**src/rtl/synapse_decoder.sv**
```systemverilog
// Per-slot decaying synaptic traces fed by spike events, scanned round-robin into an 8-bit current.
// One slot per enabled cycle, result registered (valid the cycle after the scan edge); no backpressure.
module synapse_decoder #(
  parameter int NUM_SLOTS   = 4,
  parameter int SLOT_W      = 2,
  parameter int DECAY_SHIFT = 1
) (
  input  logic              clk,
  input  logic              rst,
  input  logic              en,
  input  logic              ev_valid,
  input  logic [SLOT_W-1:0] ev_slot,
  input  logic [7:0]        ev_weight,
  output logic              cur_valid,
  output logic [SLOT_W-1:0] cur_slot,
  output logic [7:0]        cur_out
);

  logic [SLOT_W-1:0] scan_idx_q, scan_idx_d;
  logic [7:0]        pending_q [NUM_SLOTS];
  logic [7:0]        pending_d [NUM_SLOTS];
  logic [7:0]        trace_q   [NUM_SLOTS];
  logic [7:0]        trace_d   [NUM_SLOTS];
  logic              cur_valid_q, cur_valid_d;
  logic [SLOT_W-1:0] cur_slot_q, cur_slot_d;
  logic [7:0]        cur_out_q, cur_out_d;

  logic [NUM_SLOTS-1:0] ev_hit;
  logic [8:0]           ev_sum    [NUM_SLOTS];
  logic [7:0]           ev_acc    [NUM_SLOTS];
  logic [7:0]           add       [NUM_SLOTS];
  logic [7:0]           decayed   [NUM_SLOTS];
  logic [8:0]           trace_sum [NUM_SLOTS];
  logic [7:0]           trace_new [NUM_SLOTS];

  // Out-of-range slot indices match no slot, so such events vanish here.
  for (genvar i = 0; i < NUM_SLOTS; i++) begin : g_slot
    assign ev_hit[i]    = ev_valid && (ev_slot == SLOT_W'(i));
    assign ev_sum[i]    = {1'b0, pending_q[i]} + {1'b0, ev_weight};
    assign ev_acc[i]    = ev_sum[i][8] ? 8'hFF : ev_sum[i][7:0];
    assign add[i]       = ev_hit[i] ? ev_acc[i] : pending_q[i];
    assign decayed[i]   = trace_q[i] - (trace_q[i] >> DECAY_SHIFT);
    assign trace_sum[i] = {1'b0, decayed[i]} + {1'b0, add[i]};
    assign trace_new[i] = trace_sum[i][8] ? 8'hFF : trace_sum[i][7:0];
  end

  always_comb begin
    scan_idx_d  = scan_idx_q;
    cur_valid_d = 1'b0;
    cur_slot_d  = cur_slot_q;
    cur_out_d   = cur_out_q;
    for (int i = 0; i < NUM_SLOTS; i++) begin
      pending_d[i] = ev_hit[i] ? ev_acc[i] : pending_q[i];
      trace_d[i]   = trace_q[i];
      // A same-cycle event for the scanned slot is folded into add[], not left pending.
      if (en && (scan_idx_q == SLOT_W'(i))) begin
        pending_d[i] = 8'd0;
        trace_d[i]   = trace_new[i];
        cur_valid_d  = 1'b1;
        cur_slot_d   = scan_idx_q;
        cur_out_d    = trace_new[i];
      end
    end
    if (en) begin
      scan_idx_d = (scan_idx_q == SLOT_W'(NUM_SLOTS - 1)) ? '0 : scan_idx_q + SLOT_W'(1);
    end
  end

  always_ff @(posedge clk or posedge rst) begin
    if (rst) begin
      scan_idx_q  <= '0;
      cur_valid_q <= 1'b0;
      cur_slot_q  <= '0;
      cur_out_q   <= '0;
      for (int i = 0; i < NUM_SLOTS; i++) begin
        pending_q[i] <= '0;
        trace_q[i]   <= '0;
      end
    end else begin
      scan_idx_q  <= scan_idx_d;
      cur_valid_q <= cur_valid_d;
      cur_slot_q  <= cur_slot_d;
      cur_out_q   <= cur_out_d;
      for (int i = 0; i < NUM_SLOTS; i++) begin
        pending_q[i] <= pending_d[i];
        trace_q[i]   <= trace_d[i];
      end
    end
  end

  assign cur_valid = cur_valid_q;
  assign cur_slot  = cur_slot_q;
  assign cur_out   = cur_out_q;

endmodule

```
**config.mk**
```make
export PLATFORM = sky130hd
export DESIGN_NAME = synapse_decoder
export DESIGN_NICKNAME = d
export VERILOG_FILES = /design/src/rtl/synapse_decoder.sv
export SDC_FILE = /design/constraint.sdc
export NUM_CORES = 1
export LEC_CHECK = 0
export BUFFER_PORTS_ARGS = -buffer_cell sky130_fd_sc_hd__buf_4
export CELL_PAD_IN_SITES_DETAIL_PLACEMENT = 2
export CELL_PAD_IN_SITES_GLOBAL_PLACEMENT = 2
export CORE_MARGIN = 5
export CORE_UTILIZATION = 35
export CTS_BUF_LIST = sky130_fd_sc_hd__clkbuf_2
export DETAILED_ROUTE_END_ITERATION = 8
export GPL_TIMING_DRIVEN = 1
export PLACE_DENSITY_LB_ADDON = 0.1
export SYNTH_ARGS = -nofsm -noshare
export SYNTH_HDL_FRONTEND = slang
export SYNTH_SLANG_ARGS = --single-unit
```
**constraint.sdc**
```tcl
create_clock -name clk -period 4.5 [get_ports clk]
set_clock_uncertainty 0.2 [all_clocks]
set_input_delay 0.225 -clock clk [delete_from_list [all_inputs] [get_ports clk]]
set_output_delay 0.225 -clock clk [all_outputs]
set_load 0.01 [all_outputs]
```
== Word level (Yosys, flattened, before mapping) ==
Cells that the tools add are included.
Storage, ports and cells
  bits in registers: 77
  input bits: 14
Operators by class
  multiplexer cells: 29
  add/sub/neg operators: 13
  reductions and logical operators: 11
  equal/unequal tests: 6
Operators by type and width (number)
  two-way mux 8 bit: 20
  adder 8 x 8 -> 9 bit: 8
  subtractor 8 x 7 -> 8 bit: 4
  two-way mux 2 bit: 5
  == test 2 bit, second input constant: 4
  logical AND 1 bit: 8
  == test 2 x 1 -> 1 bit, second input constant: 2
  logical NOT 2 bit: 2
  two-way mux 1 bit: 4
  nonzero test 4 bit: 1
  adder 2 x 1 -> 2 bit, second input constant: 1

== Logic depth before layout (Yosys ltp) ==
Gate-level depths: netlist of run 1.
  depth after elaboration: 9
  depth in mapped cells: 18
  mapped depth without buffers: 17

== Worst setup path after synthesis of run 1 ==
No wires, ideal clock.
  path kind: register to register
  start point: register pending_q[8] in the netlist's numbering
  end point: register cur_out_q[5] (netlist: cur_out[5])
  library setup time: 135 ps
  data arrival time: 3772 ps
  cell stages (with the launch flop): 16
  required time: 4165 ps
  path buffers: 0
  path slack: 393 ps
  clock period less this slack: 4107 ps
  cells stage by stage: dfrtp_1 ha_1 fa_1 a21o_1 a21oi_2 o21ai_1 a311o_1 o22a_1 ha_1 fa_1 a211oi_1 o211ai_1 a211o_1 o21bai_1 a21oi_1 o41ai_1
On the way
  word-level cells in the longest chain between the ends: 7
RTL lines
  from (decl): RTL line 20  | logic [7:0] pending_q [NUM_SLOTS];
  from (signal, indexed assignment): RTL line 85  | pending_q[i] <= pending_d[i];
  adder 8 x 8 -> 9 bit: RTL line 39  | assign ev_sum[i] = {1'b0, pending_q[i]} + {1'b0, ev_weight};
  two-way mux 8 bit: RTL line 40  | assign ev_acc[i] = ev_sum[i][8] ? 8'hFF : ev_sum[i][7:0];
  two-way mux 8 bit (*)
  adder 8 x 8 -> 9 bit (*): RTL line 43  | assign trace_sum[i] = {1'b0, decayed[i]} + {1'b0, add[i]};
  two-way mux 8 bit (*): RTL line 44  | assign trace_new[i] = trace_sum[i][8] ? 8'hFF : trace_sum[i][7:0];
  two-way mux 8 bit (*) (2 in series): RTL line 56  | if (en && (scan_idx_q == SLOT_W'(i))) begin
  to (signal assigned): RTL line 83  | cur_out_q <= cur_out_d;
  to (decl): RTL line 26  | logic [7:0] cur_out_q, cur_out_d;
Every way passes the cells marked *; elsewhere a longest branch is shown, timed or not.
A chain may end at the register's enable or synchronous reset.

== Final worst setup path of run 1 ==
  start point: register pending_q[24] in the netlist's numbering
  end point: register cur_out_q[7] (netlist: cur_out[7])
On the way
  word-level cells in the longest chain between the ends: 9
RTL lines (RTL line)
  adder 8 x 8 -> 9 bit: 39
  two-way mux 8 bit: 40
  two-way mux 8 bit (*)
  adder 8 x 8 -> 9 bit (*): 43
  two-way mux 8 bit (*): 44
  two-way mux 8 bit (*) (4 in series): 56
Every way passes the cells marked *; elsewhere a longest branch is shown, timed or not. The select of a mux whose other input is x is not followed.

==> results of run 1 <==
## metrics by stage
step	utilization	hold slack [ns]
after floorplan	-	0.2841
after global placement	0.3811	0.2600
after detailed placement	0.3811	0.2737
after CTS	0.3929	0.002113
after global routing	0.4007	0.04149
final	0.4007	0.04125
## worst max-delay path: stages, from the launching register on
cell and delay (ns):
dfrtp_1 0.43, ha_1 0.21, fa_1 0.41, a21o_1 0.21, a21oi_2 0.19, o21ai_1 0.08
a311o_2 0.47, o22a_1 0.23, ha_2 0.34, a2111oi_4 0.45, o31ai_1 0.13, o21ai_1 0.18
mux2i_1 0.32, a221oi_2 0.12, o311a_1 0.34
## cell usage in the layout, fill, tap and decap left out, drive strengths merged, types with 14 or more instances in the layout
| cell | n |
|---|---|
| o21ai | 63 |
| o22a | 21 |
| a21oi | 55 |
| dfrtp | 77 |
| nand2 | 29 |
| inv | 69 |
| xnor2 | 38 |
| a21o | 23 |
| and2 | 19 |
| nor2 | 60 |
| nor3 | 35 |
| nor2b | 14 |
| buf | 42 |
| a211oi | 19 |
| nand2b | 18 |
| ha | 96 |
## worst paths after layout
| kind | endpoint | cells after the start | slack, ns |
|---|---|---|---|
| max | cur_out[7] | 14 | 0.1 |
| min | pending_q[15] | 4 | 0.04 |
| max reg2reg | cur_out[7] | 14 | 0.1 |
| min reg2reg | cur_out[5] | 2 | 0.34 |
| max in group asynchronous | cur_out[7] | 4 | 2.98 |
| min in group asynchronous | trace_q[13] | 3 | 0.12 |
## state kept, by name, indices dropped and copies added, names as in the netlist
name and flops:
trace_q 32, scan_idx_q 2, cur_slot 2, pending_q 32, cur_valid 1, cur_out 8
## logic make-up (layout without fill, tap and decap cells)
kind of cell	after synthesis	after routing
flops	77	77
buf+inv	83	135
simple gates	215	215
xor+xnor	47	47
compound gates	272	272
other cells	0	1
fa+ha+maj	108	108
mux	1	1
## what timing repair did
action                                  in CTS  in global routing
hold endpoints to repair                    72                  0
pin swaps                                    0                  8
endpoints found under the setup margin       4                 14
resized for setup                            2                 22
setup buffers                                0                  8
hold buffers                                 8                  0
## layout make-up
| type | count | area [um2] | share of cell area |
|---|---|---|---|
| multi-input cells | 643 | 5005 | 0.6193 |
| diodes | 1 | 2.502 | 0.0003096 |
| repair buffers | 50 | 395.4 | 0.04892 |
| inverters | 70 | 264.0 | 0.03267 |
| clock inverters | 5 | 100.1 | 0.01239 |
| flip-flops and latches | 77 | 1927 | 0.2384 |
| well taps | 270 | 337.8 | 0.04180 |
| clock buffers | 10 | 50.05 | 0.006193 |
## per-layer routing
| layer | global-route usage | vias up |
|---|---|---|
| met1 | 0.2759 | 3236 |
| met2 | 0.3732 | 71 |
| met3 | 0.03647 | 29 |
| li1 | - | 3032 |
| met4 | 0.05388 | 0 |
| met5 | 0 | - |
==> out/summary.txt, run 1 <==
post-synth net total - 925
first-pass GRT wire length - 39930 um
CP arrival - 4.71 ns
ys async rst share - 1.000
GRT Overall Usage - 0.2139
H-Tree Level Count - 3
DR DRC count - 0
Max-Cap Viols - 0
Post-Place Setup Slack - -0.06149 ns
Period minus WS final - 4.400 ns
Final #Nets - 973
Setup crit start kind - flip-flop
Highest Signal Layer - met4
FMAX - 227.3 MHz
non-filler instance count after layout - 1126
Hold Path Class - in -> reg
largest area contributor in the netlist - dfrtp_1
number of synthesized register bits - 77
CP Launch Point - pending_q[24]
Die H - 152.9 um
Slew HR - 0.3497
CP Capture Type - flip-flop
Post-Synth Adder-Cell Area - 0.2018
Layout area overhead - 13.14%
core area - 20170 um2
syn_area_per_cell - 8.896 um2
sequential-to-total area share from yosys stat - 0.2697
CTS Buffer Depth - 2
clk root buf - clkbuf_2
CP required - 4.81 ns
post-placement cell area - 7686 um2
outcome - complete, no violations
share of layout cells above drive strength 1 - 0.1123
Final WS setup - 0.09997 ns
Post-Synth Simple-Gate Area - 0.1576
row count - 52
final instance area - 8082 um2
HP Start - ev_weight[7]
initial DRC count - 174
I/O pins - 25
FILL cells - 2261
mux share of post-synthesis cell area - 0.001401
First-pass DRT Iterations - 4
largest net degree at the start of global routing - 48
Post-synth EDFFs - 0
routed len/inst - 22.04 um
Num CTS Buffers - 9
most common cell in the synthesized netlist - ha_1
CP max FO - 8
Final TNS setup - 0 ns
slew at the pin closest to its max-slew limit - 0.9750 ns
gpl congestion - 0.8413
Gate Count Post-Synth - 803
final setup fails - 0
metal3 WL - 825 um
largest family of logic cells by synthesized area - compound AO/OA/AOI/OAI gates
Synth top cells by count - ha_1, dfrtp_1, inv_1
Initial Utilization - 0.3542
routed vias - 6368
Worst Path Class, Setup - reg -> reg
initial antenna violation count - 1
Clk pin slew, worst setup/hold paths - 0.23 ns
DIE WIDTH - 152.9 um
Synth Area in XOR/XNOR - 0.05763
number of global-route vias before repair - 7097
synth top area cells - dfrtp_1, ha_1, xnor2_1
Top FF cell, synth - dfrtp_1
Die ar. - 23370 um2
Yosys cell types - 70
final max-slew violation count - 0
post-synthesis compound-gate area fraction - 0.2678
Routed WL - 24810 um
worst-skew pair later-pin latency - 0.62 ns
CTS tree - yes
share of the synthesized area in the top cell type - 0.2697
hpwl dp - 19430 um
Final ANT Viol Nets - 0
reg2reg start - pending_q[24]
Cell Area, Synth - 7143 um2
Post-Place Cells - 1094
Tcrit/Tclk final - 0.9778
DRT met1 WL - 11040 um
GR Overflow Total - 0
YS warnings - 0
I/O Buffers - 24
DR WL met2 - 12420 um
vias per inst - 5.655
final hold vios - 0
CTS Sinks - 77
Power of run 1 is not shown: default switching activity piles up to over one toggle a cycle in this logic, so the estimate is an artifact.
==> inputs of run 2 (changes only) <==
--- a/config.mk
+++ b/config.mk
@@ -6,8 +6,8 @@
 export NUM_CORES = 1
 export LEC_CHECK = 0
 export BUFFER_PORTS_ARGS = -buffer_cell sky130_fd_sc_hd__buf_4
-export CELL_PAD_IN_SITES_DETAIL_PLACEMENT = 2
-export CELL_PAD_IN_SITES_GLOBAL_PLACEMENT = 2
+export CELL_PAD_IN_SITES_DETAIL_PLACEMENT = 0
+export CELL_PAD_IN_SITES_GLOBAL_PLACEMENT = 1
 export CORE_MARGIN = 5
 export CORE_UTILIZATION = 35
 export CTS_BUF_LIST = sky130_fd_sc_hd__clkbuf_2
==> out/summary.txt, run 2 (synthesis results as in run 1) <==
core area - 20170 um2 (unchanged)
Setup crit start kind - flip-flop
DIE WIDTH - 152.9 um (unchanged)
I/O Buffers - 24 (unchanged)
gpl congestion - 0.8054 (-4.3%)
row count - 52 (unchanged)
initial antenna violation count - 1 (unchanged)
Register-to-Register Path Depth - 15 (+1)
Final TNS setup - 0 ns (unchanged)
GRT Overall Usage - 0.1752 (-0.03877)
Worst Path Class, Setup - reg -> reg
Hold Path Class - in -> reg
Max-Cap Viols - 0 (unchanged)
commonest non-fill, non-tap cell in the layout - ha_1
FMAX - 231.6 MHz (+1.9%)
Tcrit/Tclk final - 0.9596 (-0.01816)
Slew HR - 0.3060 (-0.04365)
clk root buf - clkbuf_2
Die H - 152.9 um (unchanged)
initial DRC count - 369 (+110%)
Die ar. - 23370 um2 (unchanged)
Period minus WS final - 4.318 ns (-0.08170 ns)
first-pass GRT wire length - 32530 um (-19%)
Layout area overhead - 11.39%
DR DRC count - 0 (unchanged)
CTS tree - yes
Final #Nets - 970 (-0.31%)
slew at the pin closest to its max-slew limit - 1.040 ns (+0.06481 ns)
Initial Utilization - 0.3542 (unchanged)
CP Capture Type - flip-flop
CTS Buffer Depth - 2 (unchanged)
FILL cells - 2072 (-8.4%)
H-Tree Level Count - 3 (unchanged)
routed len/inst - 17.99 um (-18%)
worst-skew pair later-pin latency - 0.59 ns (-0.03 ns)
Final ANT Viol Nets - 0 (unchanged)
Clk pin slew, worst setup/hold paths - 0.25 ns (+0.02 ns)
final max-slew violation count - 0 (unchanged)
I/O pins - 25 (unchanged)
most frequent cells in the layout - ha_1, dfrtp_1, inv_1, nor2_1, a21oi_1
First-pass DRT Iterations - 5 (+1)
GR Overflow Total - 0 (unchanged)
vias per inst - 5.326 (-5.8%)
Routed WL - 20230 um (-18%)
share of layout cells above drive strength 1 - 0.09624 (-0.01604)
final hold vios - 0 (unchanged)
outcome - complete, no violations
number of global-route vias before repair - 5987 (-16%)
hold path depth - 4 (unchanged)
hpwl dp - 15960 um (-18%)
largest net degree at the start of global routing - 54 (+13%)
CP required - 4.77 ns (-0.04 ns)
CP arrival - 4.59 ns (-0.12 ns)
routed vias - 5986 (-6.0%)
CP max FO - 8 (unchanged)
CTS Sinks - 77 (unchanged)
final setup fails - 0 (unchanged)
Num CTS Buffers - 9 (unchanged)
==> run 2: changes by cell type in the layout (fill, tap and decap cells not counted), moves of 2 or more <==
cell       change
fa_2           -2
fa_1           +2
a21oi_1        +2
buf_4          -4
a211oi_4       -3
bufinv_16      -2
a21oi_2        -2
o21ai_1        +2
o21ai_2        -2
a211oi_2       +3
==> run 2: critical path, cell delays in order, from the launching register on <==
cell and delay, ns:
dfrtp_1 0.43, ha_1 0.21, fa_1 0.40, a21o_1 0.21, a21oi_2 0.19, o21ai_1 0.08
a311o_1 0.37, o22a_1 0.21, ha_1 0.24, fa_1 0.44, a211oi_2 0.29, o211ai_2 0.14
and2_1 0.27, nor3_2 0.20, a311o_1 0.21, o221ai_1 0.14
==> run 2: layout make-up <==
class                      count  area [um2]  area share
sequential                    77        1927      0.2422
inverter                      70       264.0     0.03318
timing repair buffer          47       375.4     0.04718
antenna                        2       5.005   0.0006290
clock buffer                  10       50.05    0.006290
tap                          270       337.8     0.04246
multi-input combinational    643        4945      0.6215
clock inverter                 5       52.55    0.006605
==> run 2: final timing paths <==
| kind | from | endpoint | slack, ns |
|---|---|---|---|
| max | pending_q[16] | cur_out[1] | 0.18 |
| min | ev_weight[7] | pending_q[15] | 0.05 |
| max reg2reg | pending_q[16] | cur_out[1] | 0.18 |
| min reg2reg | trace_q[8] | trace_q[8] | 0.34 |
| max in group asynchronous | rst | scan_idx_q[1] | 2.97 |
| min in group asynchronous | rst | pending_q[11] | 0.18 |
==> run 2: what timing repair did <==
action | 4_1_cts | 5_1_grt
resized for setup | 0 | 11
setup endpoints to repair | 0 | 12
hold buffers | 9 | 0
hold endpoints to repair | 79 | 0
setup buffers | 0 | 2
==> run 2: metrics by stage <==
| step | utilization | hold slack [ns] | area (um2) | std cells | setup slack, ns |
|---|---|---|---|---|---|
| 2_1_floorplan | - | 0.2841 | 7143 | 803 | 0.3926 |
| 3_3_place_gp | 0.3818 | 0.3042 | 7701 | 1096 | 0.1086 |
| 3_5_place_dp | 0.3818 | 0.3143 | 7701 | 1096 | 0.04161 |
| 4_1_cts | 0.3914 | 0.002276 | 7894 | 1120 | 0.07270 |
| 5_1_grt | 0.3945 | 0.09282 | 7956 | 1124 | -0.009864 |
| 6_report | 0.3945 | 0.05424 | 7956 | 1124 | 0.1817 |
==> run 2: metal layers <==
| metal | track usage | part of all wire |
|---|---|---|
| met5 | 0 | 0 |
| met3 | 0.01951 | 0.019 |
| met1 | 0.2527 | 0.51 |
| met4 | 0.04794 | 0.016 |
| met2 | 0.2795 | 0.46 |
Power of run 2 is left out for the same reason.
